$ cat src/rtl/order_book_if.sv
// Order-entry and trade-report handshake bundle for the order book matcher.
// The master side is upstream order flow plus the trade consumer; the slave side is the matcher.
interface order_book_if #(
  parameter int PW = 8,
  parameter int QW = 8
);
  logic          in_valid;
  logic          in_ready;
  logic          in_side;
  logic [PW-1:0] in_price;
  logic [QW-1:0] in_qty;
  logic          trade_valid;
  logic          trade_ready;
  logic [PW-1:0] trade_price;
  logic [QW-1:0] trade_qty;

  modport master (
    output in_valid, in_side, in_price, in_qty, trade_ready,
    input  in_ready, trade_valid, trade_price, trade_qty
  );

  modport slave (
    input  in_valid, in_side, in_price, in_qty, trade_ready,
    output in_ready, trade_valid, trade_price, trade_qty
  );
endinterface

$ cat src/rtl/order_book_matcher.sv
// Two-sided limit order book with price/time priority matching and a
// back-pressured trade report stream. Side index 0 = buy, 1 = sell.
module order_book_matcher #(
  parameter int PW    = 8,
  parameter int QW    = 8,
  parameter int DEPTH = 8
) (
  input  logic                       clk,
  input  logic                       reset,
  order_book_if.slave                ob,
  output logic [PW-1:0]              best_bid,
  output logic [PW-1:0]              best_ask,
  output logic [$clog2(DEPTH+1)-1:0] bid_count,
  output logic [$clog2(DEPTH+1)-1:0] ask_count,
  output logic                       reject,
  output logic [15:0]                trade_count
);
  localparam int CW = $clog2(DEPTH+1);
  localparam int IW = $clog2(DEPTH);

  typedef enum logic [1:0] {IDLE, MATCH, EMIT} state_t;

  state_t        state_reg;
  logic [PW-1:0] price_reg [2][DEPTH];
  logic [QW-1:0] qty_reg   [2][DEPTH];
  logic [CW-1:0] cnt_reg   [2];
  logic          trade_valid_reg;
  logic [PW-1:0] trade_price_reg;
  logic [QW-1:0] trade_qty_reg;
  logic          reject_reg;
  logic [15:0]   trade_count_reg;

  logic [PW-1:0] top_price [2];
  logic [QW-1:0] top_qty   [2];
  logic [IW-1:0] top_idx   [2];
  logic [PW-1:0] up_price  [2][DEPTH];
  logic [QW-1:0] up_qty    [2][DEPTH];
  logic          crossed;
  logic [QW-1:0] match_qty;
  logic [PW:0]   mid_sum;
  logic          remove    [2];

  // Each slot's neighbour from above, used when an exhausted entry is squeezed out.
  for (genvar gs = 0; gs < 2; gs++) begin : g_side
    for (genvar gi = 0; gi < DEPTH; gi++) begin : g_slot
      if (gi < DEPTH-1) begin : g_up
        assign up_price[gs][gi] = price_reg[gs][gi+1];
        assign up_qty[gs][gi]   = qty_reg[gs][gi+1];
      end else begin : g_top
        assign up_price[gs][gi] = '0;
        assign up_qty[gs][gi]   = '0;
      end
    end
  end

  // Valid slots are contiguous from 0, so slot 0 seeds the search; strict compares keep the oldest on ties.
  always_comb begin
    top_price[0] = '0;
    top_price[1] = '1;
    top_qty[0]   = '0;
    top_qty[1]   = '0;
    top_idx[0]   = '0;
    top_idx[1]   = '0;
    for (int i = 0; i < DEPTH; i++) begin
      if (i < int'(cnt_reg[0]) && (i == 0 || price_reg[0][i] > top_price[0])) begin
        top_price[0] = price_reg[0][i];
        top_qty[0]   = qty_reg[0][i];
        top_idx[0]   = IW'(i);
      end
      if (i < int'(cnt_reg[1]) && (i == 0 || price_reg[1][i] < top_price[1])) begin
        top_price[1] = price_reg[1][i];
        top_qty[1]   = qty_reg[1][i];
        top_idx[1]   = IW'(i);
      end
    end
  end

  assign crossed   = (cnt_reg[0] != '0) && (cnt_reg[1] != '0) && (top_price[0] >= top_price[1]);
  assign match_qty = (top_qty[0] < top_qty[1]) ? top_qty[0] : top_qty[1];
  assign mid_sum   = {1'b0, top_price[0]} + {1'b0, top_price[1]};
  assign remove[0] = (top_qty[0] == match_qty);
  assign remove[1] = (top_qty[1] == match_qty);

  always_ff @(posedge clk or posedge reset) begin
    if (reset) begin
      state_reg       <= IDLE;
      trade_valid_reg <= 1'b0;
      trade_price_reg <= '0;
      trade_qty_reg   <= '0;
      reject_reg      <= 1'b0;
      trade_count_reg <= '0;
      for (int s = 0; s < 2; s++) begin
        cnt_reg[s] <= '0;
        for (int i = 0; i < DEPTH; i++) begin
          price_reg[s][i] <= '0;
          qty_reg[s][i]   <= '0;
        end
      end
    end else begin
      reject_reg <= 1'b0;
      case (state_reg)
        IDLE: begin
          if (ob.in_valid && ob.in_qty != '0) begin
            if (cnt_reg[ob.in_side] == CW'(DEPTH)) begin
              reject_reg <= 1'b1;
            end else begin
              for (int i = 0; i < DEPTH; i++) begin
                if (i == int'(cnt_reg[ob.in_side])) begin
                  price_reg[ob.in_side][i] <= ob.in_price;
                  qty_reg[ob.in_side][i]   <= ob.in_qty;
                end
              end
              cnt_reg[ob.in_side] <= cnt_reg[ob.in_side] + 1'b1;
              state_reg           <= MATCH;
            end
          end
        end
        MATCH: begin
          if (crossed) begin
            trade_valid_reg <= 1'b1;
            trade_price_reg <= mid_sum[PW:1];
            trade_qty_reg   <= match_qty;
            state_reg       <= EMIT;
            for (int s = 0; s < 2; s++) begin
              for (int i = 0; i < DEPTH; i++) begin
                if (remove[s] && i >= int'(top_idx[s])) begin
                  price_reg[s][i] <= up_price[s][i];
                  qty_reg[s][i]   <= up_qty[s][i];
                end else if (i == int'(top_idx[s])) begin
                  qty_reg[s][i] <= top_qty[s] - match_qty;
                end
              end
              if (remove[s]) cnt_reg[s] <= cnt_reg[s] - 1'b1;
            end
          end else begin
            state_reg <= IDLE;
          end
        end
        EMIT: begin
          if (ob.trade_ready) begin
            trade_valid_reg <= 1'b0;
            if (trade_count_reg != 16'hFFFF) trade_count_reg <= trade_count_reg + 16'd1;
            state_reg <= MATCH;
          end
        end
        default: state_reg <= IDLE;
      endcase
    end
  end

  assign ob.in_ready    = (state_reg == IDLE);
  assign ob.trade_valid = trade_valid_reg;
  assign ob.trade_price = trade_price_reg;
  assign ob.trade_qty   = trade_qty_reg;
  assign best_bid       = top_price[0];
  assign best_ask       = top_price[1];
  assign bid_count      = cnt_reg[0];
  assign ask_count      = cnt_reg[1];
  assign reject         = reject_reg;
  assign trade_count    = trade_count_reg;
endmodule

$ cat src/flat_wrapper.sv
// flat-port wrapper written by rule: the top's interface ports become plain ports
module order_book_matcher_flat 
#(
  parameter int PW    = 8,
  parameter int QW    = 8,
  parameter int DEPTH = 8
)
  (clk, reset, best_bid, best_ask, bid_count, ask_count, reject, trade_count, ob_in_valid, ob_in_side, ob_in_price, ob_in_qty, ob_trade_ready, ob_in_ready, ob_trade_valid, ob_trade_price, ob_trade_qty);
  order_book_if #(.PW(PW), .QW(QW)) ob_i ();
  input  logic clk;
  input  logic reset;
  output logic [PW-1:0] best_bid;
  output logic [PW-1:0] best_ask;
  output logic [$clog2(DEPTH+1)-1:0] bid_count;
  output logic [$clog2(DEPTH+1)-1:0] ask_count;
  output logic reject;
  output logic [15:0] trade_count;
  input wire logic [$bits(ob_i.in_valid)-1:0] ob_in_valid;
  input wire logic [$bits(ob_i.in_side)-1:0] ob_in_side;
  input wire logic [$bits(ob_i.in_price)-1:0] ob_in_price;
  input wire logic [$bits(ob_i.in_qty)-1:0] ob_in_qty;
  input wire logic [$bits(ob_i.trade_ready)-1:0] ob_trade_ready;
  output wire logic [$bits(ob_i.in_ready)-1:0] ob_in_ready;
  output wire logic [$bits(ob_i.trade_valid)-1:0] ob_trade_valid;
  output wire logic [$bits(ob_i.trade_price)-1:0] ob_trade_price;
  output wire logic [$bits(ob_i.trade_qty)-1:0] ob_trade_qty;
  assign ob_i.in_valid = ob_in_valid;
  assign ob_i.in_side = ob_in_side;
  assign ob_i.in_price = ob_in_price;
  assign ob_i.in_qty = ob_in_qty;
  assign ob_i.trade_ready = ob_trade_ready;
  assign ob_in_ready = ob_i.in_ready;
  assign ob_trade_valid = ob_i.trade_valid;
  assign ob_trade_price = ob_i.trade_price;
  assign ob_trade_qty = ob_i.trade_qty;
  order_book_matcher #(.PW(PW), .QW(QW), .DEPTH(DEPTH)) u_core (.clk(clk), .reset(reset), .ob(ob_i), .best_bid(best_bid), .best_ask(best_ask), .bid_count(bid_count), .ask_count(ask_count), .reject(reject), .trade_count(trade_count));
endmodule
$ cat config.mk
export PLATFORM = sky130hd
export DESIGN_NAME = order_book_matcher_flat
export DESIGN_NICKNAME = d
export VERILOG_FILES = /design/src/rtl/order_book_if.sv /design/src/rtl/order_book_matcher.sv /design/src/flat_wrapper.sv
export SDC_FILE = /design/constraint.sdc
export NUM_CORES = 1
export LEC_CHECK = 0
export ABC_AREA = 1
export CAP_MARGIN = 20
export CELL_PAD_IN_SITES_DETAIL_PLACEMENT = 1
export CELL_PAD_IN_SITES_GLOBAL_PLACEMENT = 1
export CORE_MARGIN = 5
export CORE_UTILIZATION = 37
export DETAILED_ROUTE_END_ITERATION = 6
export PLACE_DENSITY = 0.75
export SYNTH_ARGS = -nofsm -noshare
export SYNTH_HDL_FRONTEND = slang
export SYNTH_SLANG_ARGS = --single-unit
$ cat constraint.sdc
create_clock -name clk -period 22.5 [get_ports clk]
set_clock_uncertainty 0.05 [all_clocks]
set_input_delay 4.5 -clock clk [delete_from_list [all_inputs] [get_ports clk]]
set_output_delay 4.5 -clock clk [all_outputs]
set_load 0.01 [all_outputs]
==> flow_summary.ini, run 1 <==
[logic_synthesis]
synth_top_area_share_pct = 32.6
synth_seq_cells = 300
avgSynthCellArea_sq_um = 6.93
synth_async_sr_flop_share_pct = 100
synth_top_flop_cell = sky130_fd_sc_hd__dfrtp_1
synth_edf_count = 0
synth_cells = 3324
synth_cell_type_count = 68
ys_top_cells_by_area = sky130_fd_sc_hd__dfrtp_1, sky130_fd_sc_hd__nand2_1, sky130_fd_sc_hd__ha_1
synth_sequential_area_ratio_pct = 32.6
ys.warnings.count = 0
syn-num-nets = 3491
synth.cell_area_sq_um = 23000
post-synth-top-area-cell = sky130_fd_sc_hd__dfrtp_1

[worst_setup_path]
critical_path.max_stage_delay_ns = 0.80
critical_path.slowest_cell = sky130_fd_sc_hd__inv_1
criticalPathCategory = reg2out
critPathTopFamily = compound AO/OA/AOI/OAI gates
cp.buffers_inverters = 4
crit_path_required_time_ns = 17.95
maximum_net_fanout_on_the_critical_path = 32
kind_of_launch_point_of_the_worst_setup_path = flip-flop
critical-path-top-cell-by-count = sky130_fd_sc_hd__ha_1
cp_data_arrival_time_ns = 15.69
timing.critical_path.to_type = primary output

[global_route]
grt_pass1_wl_mm = 139
number_of_global_route_vias_before_repair = 23580
largest_net_degree_at_the_start_of_global_routing = 149
globalRoute.totalOverflow = 0
antenna_found_initial = 0
groute.usage.overall_pct = 25.8

[floorplanning]
rows = 91
initial_core_util_pct = 37.3
fp.dieArea_sq_um = 67300
die_height_microns = 259
design.core.area_sq_um = 61700
design.portCount = 80
die_width_microns = 259

[finish]
drive_above_1_share_pct = 6.87
finalNetCount = 3491
layout_common_cells = sky130_fd_sc_hd__nand2_1, sky130_fd_sc_hd__inv_1, sky130_fd_sc_hd__o21ai_0, sky130_fd_sc_hd__nor2_1, sky130_fd_sc_hd__dfrtp_1
final_common_cell = sky130_fd_sc_hd__nand2_1
final_non_filler_cell_area_sq_um = 25600
flow.area_growth_from_synthesis_pct = 11.2

[sta]
setup-violations-final = 0
post-route-min-period_ns = 20.24
min_period_over_period_pct = 90.0
setup_repair_after_global_routing_missed_its_margin = no
slew_viol_final = 0
worst_slack_ns = 2.26
final.setup.tns_ns = 0
worst_slew_margin_rel_pct = 25.9
achievable-frequency_ghz = 0.0494
final_hold_viol_count = 0
timing_worst_slew_pin_value_ns = 1.11

[place]
finalWeightedCongestion = 0.917
place.detailed.hpwl_mm = 65.9
portBuffers = 79
worst_slack_at_placement_ns = 2.82
dpl-instance-area_sq_um = 24400

[outcome]
status = complete, no violations

[detailed_routing]
dr.first_iter.drc_count = 1611
highest-signal-layer = met4
detail_route.wirelength.met1_mm = 39.3
drt_drc_violations_left = 0
firstDrtPassIters = 5
routed_wire_length_mm = 88.6
wl_met3_mm = 4.66
avgRoutedWirePerCell_microns = 21.2
wl_met2_mm = 41.9
detail-route-antenna-nets = 0
via_count = 23204
viasPerCell = 5.54

[clock_network]
clk_lat_worst_skew_ns = 0.58
cts_root_buf = sky130_fd_sc_hd__clkbuf_16
cts_num_sinks = 300
cts_htree_levels = 2
cts.path.max_buffers = 3
cts-buffers-inserted = 38
clk_pin_slew_worst_paths_ns = 0.06
ctsHoldBuffers = 0
cts_resized = 0
tritoncts = built
cts_setup_buffers = 0

[min_path]
timing.hold.worst.class = reg2reg

[job]
max-cap-violations = 0
-- metal layers --
metal | GRT usage [%] | up-vias
met2 | 43.7 | 568
met4 | 7.96 | 0
met1 | 33.8 | 11400
met3 | 4.34 | 168
li1 | - | 11068
met5 | 0 | -
-- layout make-up --
type | count | area [sq um]
Antenna cell | 1 | 2.50
Clock buffer | 52 | 1090
Multi-Input combinational cell | 2496 | 13400
Tap cell | 837 | 1050
Clock inverter | 14 | 134
Sequential cell | 300 | 7510
Inverter | 392 | 1490
Timing Repair Buffer | 96 | 931
Fill cell | 7980 | 36100
-- synthesized netlist by cell type (3+ instances only) --
cell / instances
sky130_fd_sc_hd__a2111oi_0: 3
sky130_fd_sc_hd__a211oi_1: 5
sky130_fd_sc_hd__a21boi_0: 3
sky130_fd_sc_hd__a21oi_1: 221
sky130_fd_sc_hd__a21oi_2: 4
sky130_fd_sc_hd__a22oi_1: 79
sky130_fd_sc_hd__a31oi_1: 23
sky130_fd_sc_hd__buf_1: 8
sky130_fd_sc_hd__buf_2: 23
sky130_fd_sc_hd__buf_4: 18
sky130_fd_sc_hd__buf_6: 8
sky130_fd_sc_hd__clkbuf_1: 79
sky130_fd_sc_hd__clkinv_1: 4
sky130_fd_sc_hd__dfrtp_1: 300
sky130_fd_sc_hd__ha_1: 145
sky130_fd_sc_hd__inv_1: 364
sky130_fd_sc_hd__inv_2: 22
sky130_fd_sc_hd__mux2_2: 4
sky130_fd_sc_hd__mux2i_1: 7
sky130_fd_sc_hd__nand2_1: 822
sky130_fd_sc_hd__nand2_2: 54
sky130_fd_sc_hd__nand2_4: 9
sky130_fd_sc_hd__nand3_1: 186
sky130_fd_sc_hd__nand3_2: 4
sky130_fd_sc_hd__nand3_4: 6
sky130_fd_sc_hd__nand4_1: 20
sky130_fd_sc_hd__nor2_1: 307
sky130_fd_sc_hd__nor2_2: 6
sky130_fd_sc_hd__nor2_4: 6
sky130_fd_sc_hd__nor2_8: 4
sky130_fd_sc_hd__nor3_1: 14
sky130_fd_sc_hd__nor4_1: 3
sky130_fd_sc_hd__o211ai_1: 35
sky130_fd_sc_hd__o21ai_0: 301
sky130_fd_sc_hd__o21ai_1: 93
sky130_fd_sc_hd__o21ai_2: 11
sky130_fd_sc_hd__o21bai_1: 12
sky130_fd_sc_hd__o22ai_1: 43
sky130_fd_sc_hd__o31ai_1: 8
sky130_fd_sc_hd__xnor2_1: 9
sky130_fd_sc_hd__xor2_1: 18
-- stage by stage --
step                      hold slack, ns  std cells  utilization, %
after floorplan                    0.379       3324               -
after global placement             0.393       4121            39.5
after detailed placement           0.398       4121            39.5
after CTS                          0.405       4187            41.5
after global routing               0.421       4187            41.5
final                              0.414       4188            41.5
-- cells by family after synthesis --
family | Yosys count | synth area share (%)
simple gates | 1452 | 27.2
compound gates | 860 | 21.4
buf+inv | 528 | 9.30
flops | 300 | 32.6
fa+ha+maj | 146 | 7.96
xor+xnor | 27 | 1.03
mux | 11 | 0.500
-- final timing paths --
path	from	end	slack, ns	depth (start not counted)
worst max-delay path	u_core.ask_count[0]	best_ask[7]	2.26	50
worst min-delay path	u_core.state_reg[0]	u_core.state_reg[0]	0.41	1
worst max register to register	u_core.ask_count[0]	u_core.qty_reg[48]	3.04	68
worst min register to register	u_core.state_reg[0]	u_core.state_reg[0]	0.41	1
max in group asynchronous	reset	u_core.qty_reg[29]	15.53	4
min in group asynchronous	reset	u_core.trade_count[6]	4.47	2
-- worst reg2reg max path, delay by kind of cell, from the launching register on --
kind | cells | cell delay, ns
DFF | 1 | 0.46
adders and majority gates | 10 | 3.33
buffers and inverters | 5 | 1.34
AOI/OAI and AO/OA | 22 | 6.86
and+or+nand+nor | 31 | 7.28
Power of run 1 is not shown: default switching activity piles up to over one toggle a cycle in this logic, so the estimate is an artifact.
==> run 2, diff against run 1 <==
- CORE_MARGIN: 5 -> 8
- CORE_UTILIZATION: 37 -> 40
- PLACE_DENSITY: 0.75 -> 0.8
==> run 2 against run 1 <==
Against the previous run:
- maximum frequency shrank 2.7%
- count of clock-buffer cells in the layout up 7
- via count up 1.5%
- die area fell by 2.7%
- core utilization grew 3.1 points
- sequential share of layout area did not move
- design area is the same
- register-to-register slack worse by 0.51 ns
- global-route usage grew 0.40 points
- first-iteration DRC count rose by 8.9%
- highest routed layer unchanged
==> flow_summary.ini, run 2 (same netlist as run 1, synthesis figures left out) <==
[worst_setup_path]
critPathTopFamily = compound AO/OA/AOI/OAI gates
critical_path.max_stage_delay_ns = 0.82
cp_data_arrival_time_ns = 16.25
kind_of_launch_point_of_the_worst_setup_path = flip-flop
critical_path.slowest_cell = sky130_fd_sc_hd__inv_1
timing.critical_path.to_type = primary output
maximum_net_fanout_on_the_critical_path = 32
cp.buffers_inverters = 5
crit_path_required_time_ns = 17.95
criticalPathCategory = reg2out

[global_route]
globalRoute.totalOverflow = 0
groute.usage.overall_pct = 26.2
largest_net_degree_at_the_start_of_global_routing = 112
number_of_global_route_vias_before_repair = 24014
antenna_found_initial = 2
grt_pass1_wl_mm = 139

[detailed_routing]
detail-route-antenna-nets = 0
firstDrtPassIters = 5
drt_drc_violations_left = 0
avgRoutedWirePerCell_microns = 21.5
routed_wire_length_mm = 88.5
dr.first_iter.drc_count = 1754
viasPerCell = 5.72
via_count = 23547

[clock_network]
clk_pin_slew_worst_paths_ns = 0.06
clk_lat_worst_skew_ns = 0.59
cts.path.max_buffers = 3
ctsHoldBuffers = 0
cts_setup_buffers = 0
cts_root_buf = sky130_fd_sc_hd__clkbuf_16
cts_htree_levels = 2
cts_resized = 0
cts-buffers-inserted = 40
tritoncts = built
cts_num_sinks = 300

[place]
worst_slack_at_placement_ns = 2.51
placed_cells_incl_taps = 4047
place.detailed.hpwl_mm = 65.5
finalWeightedCongestion = 0.917
portBuffers = 79

[sta]
slew_viol_final = 0
final.setup.tns_ns = 0
setup_repair_after_global_routing_missed_its_margin = no
post-route-min-period_ns = 20.80
min_period_over_period_pct = 92.5
achievable-frequency_ghz = 0.0481
worst_slack_ns = 1.70
final_hold_viol_count = 0
worst_slew_margin_rel_pct = 23.7
timing_worst_slew_pin_value_ns = 1.14
setup-violations-final = 0

[floorplanning]
die_height_microns = 256
fp.dieArea_sq_um = 65500
rows = 88
design.portCount = 80
die_width_microns = 256
design.core.area_sq_um = 57400
initial_core_util_pct = 40.1

[finish]
layout_common_cells = sky130_fd_sc_hd__nand2_1, sky130_fd_sc_hd__inv_1, sky130_fd_sc_hd__o21ai_0, sky130_fd_sc_hd__nor2_1, sky130_fd_sc_hd__dfrtp_1
instances_no_fill = 4119
finalNetCount = 3492
multi_input_comb_area_sq_um = 13400
flow.area_growth_from_synthesis_pct = 11.2
regArea_sq_um = 7510
filler_cell_count = 7343
final_common_cell = sky130_fd_sc_hd__nand2_1
drive_above_1_share_pct = 6.77
insertedDiodeCount = 0

[min_path]
timing.hold.worst.class = reg2reg

[job]
max-cap-violations = 0

[outcome]
status = complete, no violations
## run 2: routing by layer
layer | global-route usage [%] | part of all wire [%] | up-vias | routed length [microns]
li1 | - | - | 11071 | -
met1 | 34.0 | 43 | 11542 | 38000
met2 | 43.6 | 47 | 723 | 41600
met3 | 3.82 | 6.1 | 211 | 5390
met4 | 10.5 | 4.0 | 0 | 3550
met5 | 0 | 0 | - | 0
## run 2: stage by stage
step	hold WS, ns	instance area [sq um]	utilization, %
2_1_floorplan	0.379	23000	-
5_1_grt	0.422	25600	44.6
4_1_cts	0.415	25600	44.6
3_3_place_gp	0.390	24300	42.3
6_report	0.417	25600	44.6
3_5_place_dp	0.407	24300	42.3
## run 2: final timing paths
path                                               to  depth (start not counted)  slack (ns)                 from
worst min register to register    u_core.state_reg[0]                          1        0.42  u_core.state_reg[0]
max in group asynchronous         u_core.qty_reg[127]                          4       15.69                reset
worst max register to register     u_core.qty_reg[50]                         70        2.53  u_core.ask_count[1]
worst min-delay path              u_core.state_reg[0]                          1        0.42  u_core.state_reg[0]
min in group asynchronous       u_core.trade_count[1]                          2        4.43                reset
worst max-delay path                      best_ask[7]                         52        1.70  u_core.ask_count[1]
## run 2: layout make-up
| class | instances | area share (%) |
|---|---|---|
| clock buffer | 59 | 4.50 |
| clock inverter | 12 | 0.669 |
| inverter | 392 | 5.80 |
| multi-input combinational | 2496 | 52.3 |
| sequential | 300 | 29.3 |
| tap | 765 | 3.74 |
| timing repair buffer | 95 | 3.63 |
Power of run 2 is left out for the same reason.
==> run 3, diff against run 2 <==
- SLEW_MARGIN: unset -> 30
==> run 3 against run 2 <==
Against the previous run:
- die area unchanged
- worst hold slack got worse by 0.0023 ns
- routed wire length shrank 0.64%
- count of clock-buffer cells in the layout decreased by 3
- critical path type unchanged
- register-to-register slack gained 0.35 ns
- maximum frequency up 1.7%
- via count hardly changed
- first-iteration DRC count grew 7.5%
- non-clock buffer count is 2 higher
- worst setup slack better by 0.34 ns
- global-route usage down 0.12 points
- cell count about the same
==> flow_summary.ini, run 3 (same netlist as run 1, synthesis figures left out) <==
[floorplanning]
fp.dieArea_sq_um = 65500
die_height_microns = 256
design.portCount = 80
design.core.area_sq_um = 57400
rows = 88
initial_core_util_pct = 40.1
die_width_microns = 256

[finish]
drive_above_1_share_pct = 7.06
flow.area_growth_from_synthesis_pct = 11.4
layout_common_cells = sky130_fd_sc_hd__nand2_1, sky130_fd_sc_hd__inv_1, sky130_fd_sc_hd__o21ai_0, sky130_fd_sc_hd__nor2_1, sky130_fd_sc_hd__dfrtp_1
final_common_cell = sky130_fd_sc_hd__nand2_1
filler_cell_count = 7326
insertedDiodeCount = 0
finalNetCount = 3494

[clock_network]
cts-buffers-inserted = 40
ctsHoldBuffers = 0
cts_num_sinks = 300
cts_resized = 0
clk_pin_slew_worst_paths_ns = 0.06
cts.path.max_buffers = 3
cts_htree_levels = 2
cts_setup_buffers = 0
clk_lat_worst_skew_ns = 0.59
tritoncts = built
cts_root_buf = sky130_fd_sc_hd__clkbuf_16

[worst_setup_path]
cp_data_arrival_time_ns = 15.91
maximum_net_fanout_on_the_critical_path = 32
kind_of_launch_point_of_the_worst_setup_path = flip-flop
crit_path_required_time_ns = 17.95
criticalPathCategory = reg2out
critical_path.slowest_cell = sky130_fd_sc_hd__inv_1
critical_path.max_stage_delay_ns = 0.80
timing.critical_path.to_type = primary output

[job]
max-cap-violations = 0

[outcome]
status = complete, no violations

[place]
place.detailed.hpwl_mm = 65.5
portBuffers = 79
finalWeightedCongestion = 0.917
worst_slack_at_placement_ns = 2.46

[detailed_routing]
detail-route-antenna-nets = 0
avgRoutedWirePerCell_microns = 21.3
drt_drc_violations_left = 0
via_count = 23543
dr.first_iter.drc_count = 1886
routed_wire_length_mm = 87.9
firstDrtPassIters = 5
viasPerCell = 5.71

[sta]
slew_viol_final = 0
worst_slack_ns = 2.04
setup_repair_after_global_routing_missed_its_margin = no
achievable-frequency_ghz = 0.0489
final.setup.tns_ns = 0
final_hold_viol_count = 0
timing_worst_slew_pin_value_ns = 1.06
worst_slew_margin_rel_pct = 29.3
holdWs_ns = 0.415
setup-violations-final = 0
min_period_over_period_pct = 90.9
post-route-min-period_ns = 20.46

[global_route]
largest_net_degree_at_the_start_of_global_routing = 112
grt_pass1_wl_mm = 139
globalRoute.totalOverflow = 0
number_of_global_route_vias_before_repair = 23869
groute.usage.overall_pct = 26.1
antenna_found_initial = 2

[min_path]
timing.hold.worst.class = reg2reg
run 3: area by class of cell:
| class | count | area [sq um] | area share [%] |
|---|---|---|---|
| repair buffers | 97 | 986 | 3.84 |
| multi-input cells | 2496 | 13400 | 52.3 |
| inverters | 392 | 1490 | 5.79 |
| well taps | 765 | 957 | 3.73 |
| clock inverters | 14 | 136 | 0.532 |
| flip-flops and latches | 300 | 7510 | 29.3 |
| clock buffers | 56 | 1150 | 4.49 |
run 3: path summary, 6_finish.rpt:
kind	end	start	slack, ns	depth (start not counted)
max	best_ask[7]	u_core.ask_count[1]	2.04	52
min	u_core.state_reg[0]	u_core.state_reg[0]	0.41	1
max reg2reg	u_core.qty_reg[50]	u_core.ask_count[1]	2.88	70
min reg2reg	u_core.state_reg[0]	u_core.state_reg[0]	0.41	1
max in group asynchronous	u_core.qty_reg[127]	reset	15.94	4
min in group asynchronous	u_core.ob.trade_price[4]	reset	4.39	2
run 3: critical path, delay by kind of cell, from the launching register on:
| family | cells | cell delay [ns] |
|---|---|---|
| AOI/OAI and AO/OA | 20 | 6.26 |
| and+or+nand+nor | 19 | 4.32 |
| adders and majority gates | 8 | 2.46 |
| buffers and inverters | 5 | 1.79 |
| DFF | 1 | 0.46 |
run 3: layer usage:
layer / part of all wire [%] / global-route usage [%] / routed length (microns)
met3: 5.7 / 3.87 / 5000
met2: 47 / 43.7 / 41600
met5: 0 / 0 / 0
met4: 3.4 / 9.80 / 3010
met1: 44 / 33.7 / 38300
run 3: stage by stage:
| step | area (sq um) | utilization [%] | std cells |
|---|---|---|---|
| 2_1_floorplan | 23000 | - | 3324 |
| 6_report | 25600 | 44.7 | 4120 |
| 5_1_grt | 25600 | 44.7 | 4120 |
| 3_3_place_gp | 24300 | 42.3 | 4047 |
| 4_1_cts | 25600 | 44.6 | 4118 |
| 3_5_place_dp | 24300 | 42.4 | 4048 |
Power of run 3 is left out for the same reason.
